## src/rtl/cpu_instruction_memory_responder.sv

```systemverilog
// ----------------------------------------------------------------------------
// cpu_instruction_memory_responder
//
// Memory-side responder for the instruction cache fill port. Instruction read
// requests are collected in a small address FIFO. The single-port program RAM
// is shared with the CPU data port, and the data port always has priority over
// queued instruction reads. Each word read for the cache is returned with its
// address, which is carried alongside the RAM access in a one-entry tag
// register.
//
// Ports
//   CLK, RSTb                 clock; asynchronous active-low reset
//   cache_address/rd_req      instruction read request from the cache
//   cache_will_queue          request accepted this cycle (combinational)
//   cache_success             returned word valid this cycle
//   cache_requested_address   address of the returned word
//   cache_data                returned word (RAM read data pass-through)
//   dport_address/rd/wr/data  CPU data-port access (a write wins over a read)
//   dport_success             data-port access completed (cycle after grant)
//   dport_data                data-port read data (RAM read data pass-through)
//   ram_*                     synchronous program RAM, 1-cycle read latency
// ----------------------------------------------------------------------------
module cpu_instruction_memory_responder #(
  parameter int ADDRESS_BITS     = 15,
  parameter int DATA_BITS        = 16,
  parameter int QUEUE_DEPTH_BITS = 2
) (
  input  logic                    CLK,
  input  logic                    RSTb,
  input  logic [ADDRESS_BITS-1:0] cache_address,
  input  logic                    cache_rd_req,
  output logic                    cache_will_queue,
  output logic                    cache_success,
  output logic [ADDRESS_BITS-1:0] cache_requested_address,
  output logic [DATA_BITS-1:0]    cache_data,
  input  logic [ADDRESS_BITS-1:0] dport_address,
  input  logic                    dport_rd_req,
  input  logic                    dport_wr_req,
  input  logic [DATA_BITS-1:0]    dport_wr_data,
  output logic                    dport_success,
  output logic [DATA_BITS-1:0]    dport_data,
  output logic [ADDRESS_BITS-1:0] ram_address,
  output logic                    ram_rd,
  output logic                    ram_wr,
  output logic [DATA_BITS-1:0]    ram_wr_data,
  input  logic [DATA_BITS-1:0]    ram_rd_data
);

  localparam int QUEUE_DEPTH = 1 << QUEUE_DEPTH_BITS;
  localparam logic [QUEUE_DEPTH_BITS:0]   COUNT_FULL = (QUEUE_DEPTH_BITS + 1)'(QUEUE_DEPTH);
  localparam logic [QUEUE_DEPTH_BITS:0]   COUNT_ONE  = (QUEUE_DEPTH_BITS + 1)'(1);
  localparam logic [QUEUE_DEPTH_BITS-1:0] PTR_ONE    = QUEUE_DEPTH_BITS'(1);

  // Address FIFO storage; no reset needed since count/pointers qualify it.
  logic [ADDRESS_BITS-1:0]     queue_mem [0:QUEUE_DEPTH-1];
  logic [QUEUE_DEPTH_BITS-1:0] wr_ptr_reg, wr_ptr_next;
  logic [QUEUE_DEPTH_BITS-1:0] rd_ptr_reg, rd_ptr_next;
  logic [QUEUE_DEPTH_BITS:0]   count_reg, count_next;
  logic [ADDRESS_BITS-1:0]     queue_head;

  // Return-side registers.
  logic                    inst_tag_valid_reg;
  logic [ADDRESS_BITS-1:0] inst_tag_reg;
  logic                    dport_success_reg;

  // Grant decode.
  logic dport_wr_grant;
  logic dport_rd_grant;
  logic inst_grant;
  logic push;
  logic pop;

  assign queue_head = queue_mem[rd_ptr_reg];

  // Acceptance looks only at the registered count: a pop in the same cycle
  // does not free a slot for a push when the queue is full. RSTb gates the
  // strobes so nothing is accepted or issued while reset is held.
  assign cache_will_queue = cache_rd_req & (count_reg != COUNT_FULL) & RSTb;
  assign push             = cache_will_queue;

  always_comb begin
    dport_wr_grant = 1'b0;
    dport_rd_grant = 1'b0;
    inst_grant     = 1'b0;
    if (RSTb) begin
      if (dport_wr_req) begin
        dport_wr_grant = 1'b1;
      end else if (dport_rd_req) begin
        dport_rd_grant = 1'b1;
      end else if (count_reg != '0) begin
        inst_grant = 1'b1;
      end
    end
  end

  assign pop = inst_grant;

  // RAM side. When idle the address follows the queue head (don't-care).
  assign ram_address = (dport_wr_req | dport_rd_req) ? dport_address : queue_head;
  assign ram_rd      = dport_rd_grant | inst_grant;
  assign ram_wr      = dport_wr_grant;
  assign ram_wr_data = dport_wr_data;

  // Queue bookkeeping.
  always_comb begin
    wr_ptr_next = wr_ptr_reg;
    rd_ptr_next = rd_ptr_reg;
    count_next  = count_reg;
    if (push) begin
      wr_ptr_next = wr_ptr_reg + PTR_ONE;
    end
    if (pop) begin
      rd_ptr_next = rd_ptr_reg + PTR_ONE;
    end
    case ({push, pop})
      2'b10:   count_next = count_reg + COUNT_ONE;
      2'b01:   count_next = count_reg - COUNT_ONE;
      default: count_next = count_reg;
    endcase
  end

  always_ff @(posedge CLK) begin
    if (push) begin
      queue_mem[wr_ptr_reg] <= cache_address;
    end
  end

  always_ff @(posedge CLK or negedge RSTb) begin
    if (!RSTb) begin
      wr_ptr_reg         <= '0;
      rd_ptr_reg         <= '0;
      count_reg          <= '0;
      inst_tag_valid_reg <= 1'b0;
      inst_tag_reg       <= '0;
      dport_success_reg  <= 1'b0;
    end else begin
      wr_ptr_reg         <= wr_ptr_next;
      rd_ptr_reg         <= rd_ptr_next;
      count_reg          <= count_next;
      // The tag travels with the RAM read so it lines up with ram_rd_data.
      inst_tag_valid_reg <= inst_grant;
      if (inst_grant) begin
        inst_tag_reg <= queue_head;
      end
      dport_success_reg  <= dport_wr_grant | dport_rd_grant;
    end
  end

  assign cache_success           = inst_tag_valid_reg;
  assign cache_requested_address = inst_tag_reg;
  assign cache_data              = ram_rd_data;
  assign dport_success           = dport_success_reg;
  assign dport_data              = ram_rd_data;

endmodule
```

## config.mk

```make
export PLATFORM = sky130hd
export DESIGN_NAME = cpu_instruction_memory_responder
export DESIGN_NICKNAME = d
export VERILOG_FILES = /design/src/rtl/cpu_instruction_memory_responder.sv
export SDC_FILE = /design/constraint.sdc
export NUM_CORES = 1
export LEC_CHECK = 0
export BUFFER_PORTS_ARGS = -buffer_cell sky130_fd_sc_hd__buf_2
export CAP_MARGIN = 20
export CORE_MARGIN = 2
export CORE_UTILIZATION = 40
export DETAILED_ROUTE_END_ITERATION = 16
export GPL_TIMING_DRIVEN = 0
export PLACE_DENSITY = 0.7
export SKIP_CTS_REPAIR_TIMING = 1
export SLEW_MARGIN = 20
export SYNTH_ARGS = -nofsm -noshare
export SYNTH_HDL_FRONTEND = slang
export SYNTH_SLANG_ARGS = --single-unit
export TNS_END_PERCENT = 30
```

## constraint.sdc

```tcl
create_clock -name CLK -period 2.3 [get_ports CLK]
set_clock_uncertainty 0.2 [all_clocks]
set_input_delay 0.23 -clock CLK [delete_from_list [all_inputs] [get_ports CLK]]
set_output_delay 0.23 -clock CLK [all_outputs]
set_load 0.1 [all_outputs]
```

==> flow_results.org <==
** Clocking
- Clock latency on the worst-skew pair, taken at its later pin, is roughly 360 ps.
- The clock drives between 80 and 90 sinks.
- TritonCTS built the clock tree.
- Clock tree synthesis inserted a total of 9 buffers.
- Clock transition at the registers of the reported paths :: 80 ps
- The tree is rooted in a sky130_fd_sc_hd__clkbuf_8.
- Number of buffers on the longest clock path :: 2
- In this run the number of H-tree levels came out at 3.

** Global route
- Global-route wire length before repair :: 11000 um
- The number of global-route vias before repair came to 2154.
- Largest net degree at the start of global routing :: 31
- In the global route stage, overall resource usage came out at 14.7%.
- Initial antenna violation count :: 0
- Total gr overflow :: 0

** Final layout
- Final antenna diode count :: 0
- Fraction of layout instances using a drive strength above 1 :: 67.4%
- Post-layout nets :: 452
- Highest-count cells in the layout ignoring fill and taps :: sky130_fd_sc_hd__buf_2, sky130_fd_sc_hd__buf_4, sky130_fd_sc_hd__edfxtp_1
- Leaving out fill and tap cells, the most frequent cell in the layout is sky130_fd_sc_hd__buf_2.
- From synthesis to final layout, the design area changed by 37.0%.
- Largest register FFs :: 60
- After routing the design area is around 5200 sq um.

** STA
- Period utilisation layout :: 107%
- The final number of hold-violating endpoints is 0.
- Setup violations remaining at the end of the flow were counted as 15.
- Minimum clock period after layout :: about 2500 ps
- Headroom to the max-slew limit came out at 44.2%.
- Setup repair after global routing missed its margin :: yes
- Derived from the worst setup path, the maximum achievable clock frequency is 407 MHz.
- The number of pins with negative max-slew slack in the final report came to 0.
- Worst slack on hold paths :: 9.90 ps
- At the pin with the least slew margin, the transition time is about 840 ps.
- Min setup slack post-route :: -159 ps

** Logic synthesis
- Synthesis produced ~220 cells.
- Mapped Avg Cell Area :: around 17 sq um
- After synthesis the cells add up to roughly 3800 sq um.
- Register bit total from synthesis :: between 80 and 90
- Synthesis warning total :: 0
- Mapped Nets :: 292
- For this run, the register share of the synthesized area comes to between 60% and 70%.
- Synthesis instantiated 26 different standard cells from the library.

** Place
- The wire-length estimate of the detail-placed layout is 5380 um.
- Final GP Congestion :: 0.649
- Once placement finished, the instance area stood at 4570 sq um.
- I/O Buffers :: 117
- At the placement stage, the worst setup path has a slack of -641 ps.

** Floorplan
- Placeable Area :: 9240 sq um
- In this run the horizontal extent of the chip is 102 um.
- Row cnt :: 35
- For this design the top-level I/O count stands at 150.
- In this run the vertical extent of the chip is 102 um.
- The die covers 10300 sq um.
- Starting density of the core :: 41.2%

** Power
- Highest ir drop seen on vdd :: 832 uV
- In this run the static leakage power is about 2.2 nW.
- Power spread over the standard cell area amounts to 1280 nW/um^2.

** Worst hold path
- The worst hold path was traced through 2 stages.
- The path class of the tightest hold or removal check is in2reg.

** Critical path
- In this run the worst path has a maximum fanout of 9.
- The worst setup path is captured at an output pin.
- The worst setup path is of the reg2out kind.
- Data arrives at the worst endpoint at 2030 ps.
- STA classifies the critical path startpoint as a flop.
- Req. time, crit path :: 1870 ps
- R2r worst-path depth :: 10
- The setup check on the worst reg-to-reg path leaves a slack of around 80 ps.

** Run status
- Violated checks :: negative setup slack
- The flow ran to the end, but the final reports show violations.

** Detailed routing
- Summing over every cut layer, the via total after detailed routing is 2322.
- In this run, the number of DRC markers left after iteration 0 of detailed routing was 107.
- In the final routed layout, each cell accounts on average for 15.5 um.
- Average vias per placed instance :: 4.53
- Once detail routing completed, the nets flagged for antenna violations numbered 0.
- In the routed design, unresolved DRC markers number 0.
- The pre-antenna-repair detailed-routing pass consisted of 4 iterations.
- Total wire length after detailed routing :: 7940 um

** Job
- The tool flagged a number of max-cap violations equal to 0.
-- cells by family (layout without fill, tap and decap cells) --
group,Yosys count,count (layout),synth area share (%)
mux,47,47,18.9
flops,84,84,63.2
simple gates,14,14,2.37
fa+ha+maj,6,6,2.17
compound gates,1,1,0.329
xor+xnor,6,6,1.38
buf+inv,61,226,11.6
-- final timing paths --
kind / start / end
worst max-delay path: rd_ptr_reg[0]$_DFFE_PN0P_ / ram_address[9]
min in group asynchronous: RSTb / wr_ptr_reg[1]$_DFFE_PN0P_
worst min register to register: cache_requested_address[14]$_DFFE_PN0P_ / cache_requested_address[14]$_DFFE_PN0P_
worst min-delay path: RSTb / dport_success$_DFF_PN0_
worst max register to register: count_reg[2]$_DFFE_PN0P_ / count_reg[2]$_DFFE_PN0P_
max in group asynchronous: RSTb / rd_ptr_reg[1]$_DFFE_PN0P_
-- cells in the mapped netlist --
library cell               number  area share [%]
sky130_fd_sc_hd__a31oi_2        1            0.33
sky130_fd_sc_hd__and2_1         5            0.82
sky130_fd_sc_hd__buf_12         1            0.53
sky130_fd_sc_hd__buf_2          2            0.26
sky130_fd_sc_hd__buf_4         48             9.5
sky130_fd_sc_hd__buf_6          2            0.59
sky130_fd_sc_hd__clkbuf_1       1           0.099
sky130_fd_sc_hd__dfrtp_1       24              16
sky130_fd_sc_hd__edfxtp_1      60              47
sky130_fd_sc_hd__fa_1           1            0.53
sky130_fd_sc_hd__ha_1           5             1.6
sky130_fd_sc_hd__inv_1          7            0.69
sky130_fd_sc_hd__mux2_2        31             9.2
sky130_fd_sc_hd__mux2i_1        1            0.26
sky130_fd_sc_hd__mux4_1         6             4.1
sky130_fd_sc_hd__mux4_2         9             5.3
sky130_fd_sc_hd__nand2_1        1           0.099
sky130_fd_sc_hd__nand3_2        1            0.26
sky130_fd_sc_hd__nand4_1        1            0.16
sky130_fd_sc_hd__nor2_1         2            0.20
sky130_fd_sc_hd__nor2_4         1            0.30
sky130_fd_sc_hd__nor2b_1        1            0.16
sky130_fd_sc_hd__nor3b_1        1            0.20
sky130_fd_sc_hd__or3_1          1            0.16
sky130_fd_sc_hd__xnor2_1        4            0.92
sky130_fd_sc_hd__xor2_1         2            0.46
-- power by group --
group          leakage, nW  switching [mW]  internal (mW)  total (mW)
Combinational         1.29            2.48           1.07        3.55
Clock               0.0939           0.514          0.506        1.02
Sequential           0.828           0.163           1.95        2.12
Total                 2.21            3.15           3.53        6.69
-- worst max-delay path, cell delays in order (launching register included) --
cell                        delay [ps]
sky130_fd_sc_hd__dfrtp_1           370
sky130_fd_sc_hd__buf_8             150
sky130_fd_sc_hd__clkbuf_16         160
sky130_fd_sc_hd__mux4_2            510
sky130_fd_sc_hd__mux2_2            290
sky130_fd_sc_hd__buf_6             190
-- metrics by stage --
| stage | util [%] | setup TNS [ps] | std cells | power [mW] |
|---|---|---|---|---|
| after CTS | 51.5 | -6740 | 481 | 6.38 |
| after floorplan | - | -15.2 | 219 | 4.82 |
| after global routing | 56.4 | -2810 | 513 | 6.97 |
| after global placement | 49.4 | -23790 | 465 | 5.31 |
| final | 56.4 | -1840 | 513 | 6.69 |
| after detailed placement | 49.4 | -26170 | 465 | 5.36 |
-- area by class of cell --
type	instances	area [sq um]
fillers	744	4030
flip-flops and latches	84	2400
repair buffers	150	1010
multi-input cells	74	980
plain buffers	53	432
well taps	129	161
clock buffers	11	131
clock inverters	5	60.1
inverters	7	28.8
-- layer usage --
metal / up-vias / track usage, % / wire [um]
li1: 1069 / - / -
met4: 0 / 6.24 / 113
met5: - / 0 / 0
met3: 8 / 4.21 / 562
met2: 114 / 25.9 / 4110
met1: 1131 / 16.7 / 3150
(Power assumes the default switching activity.)
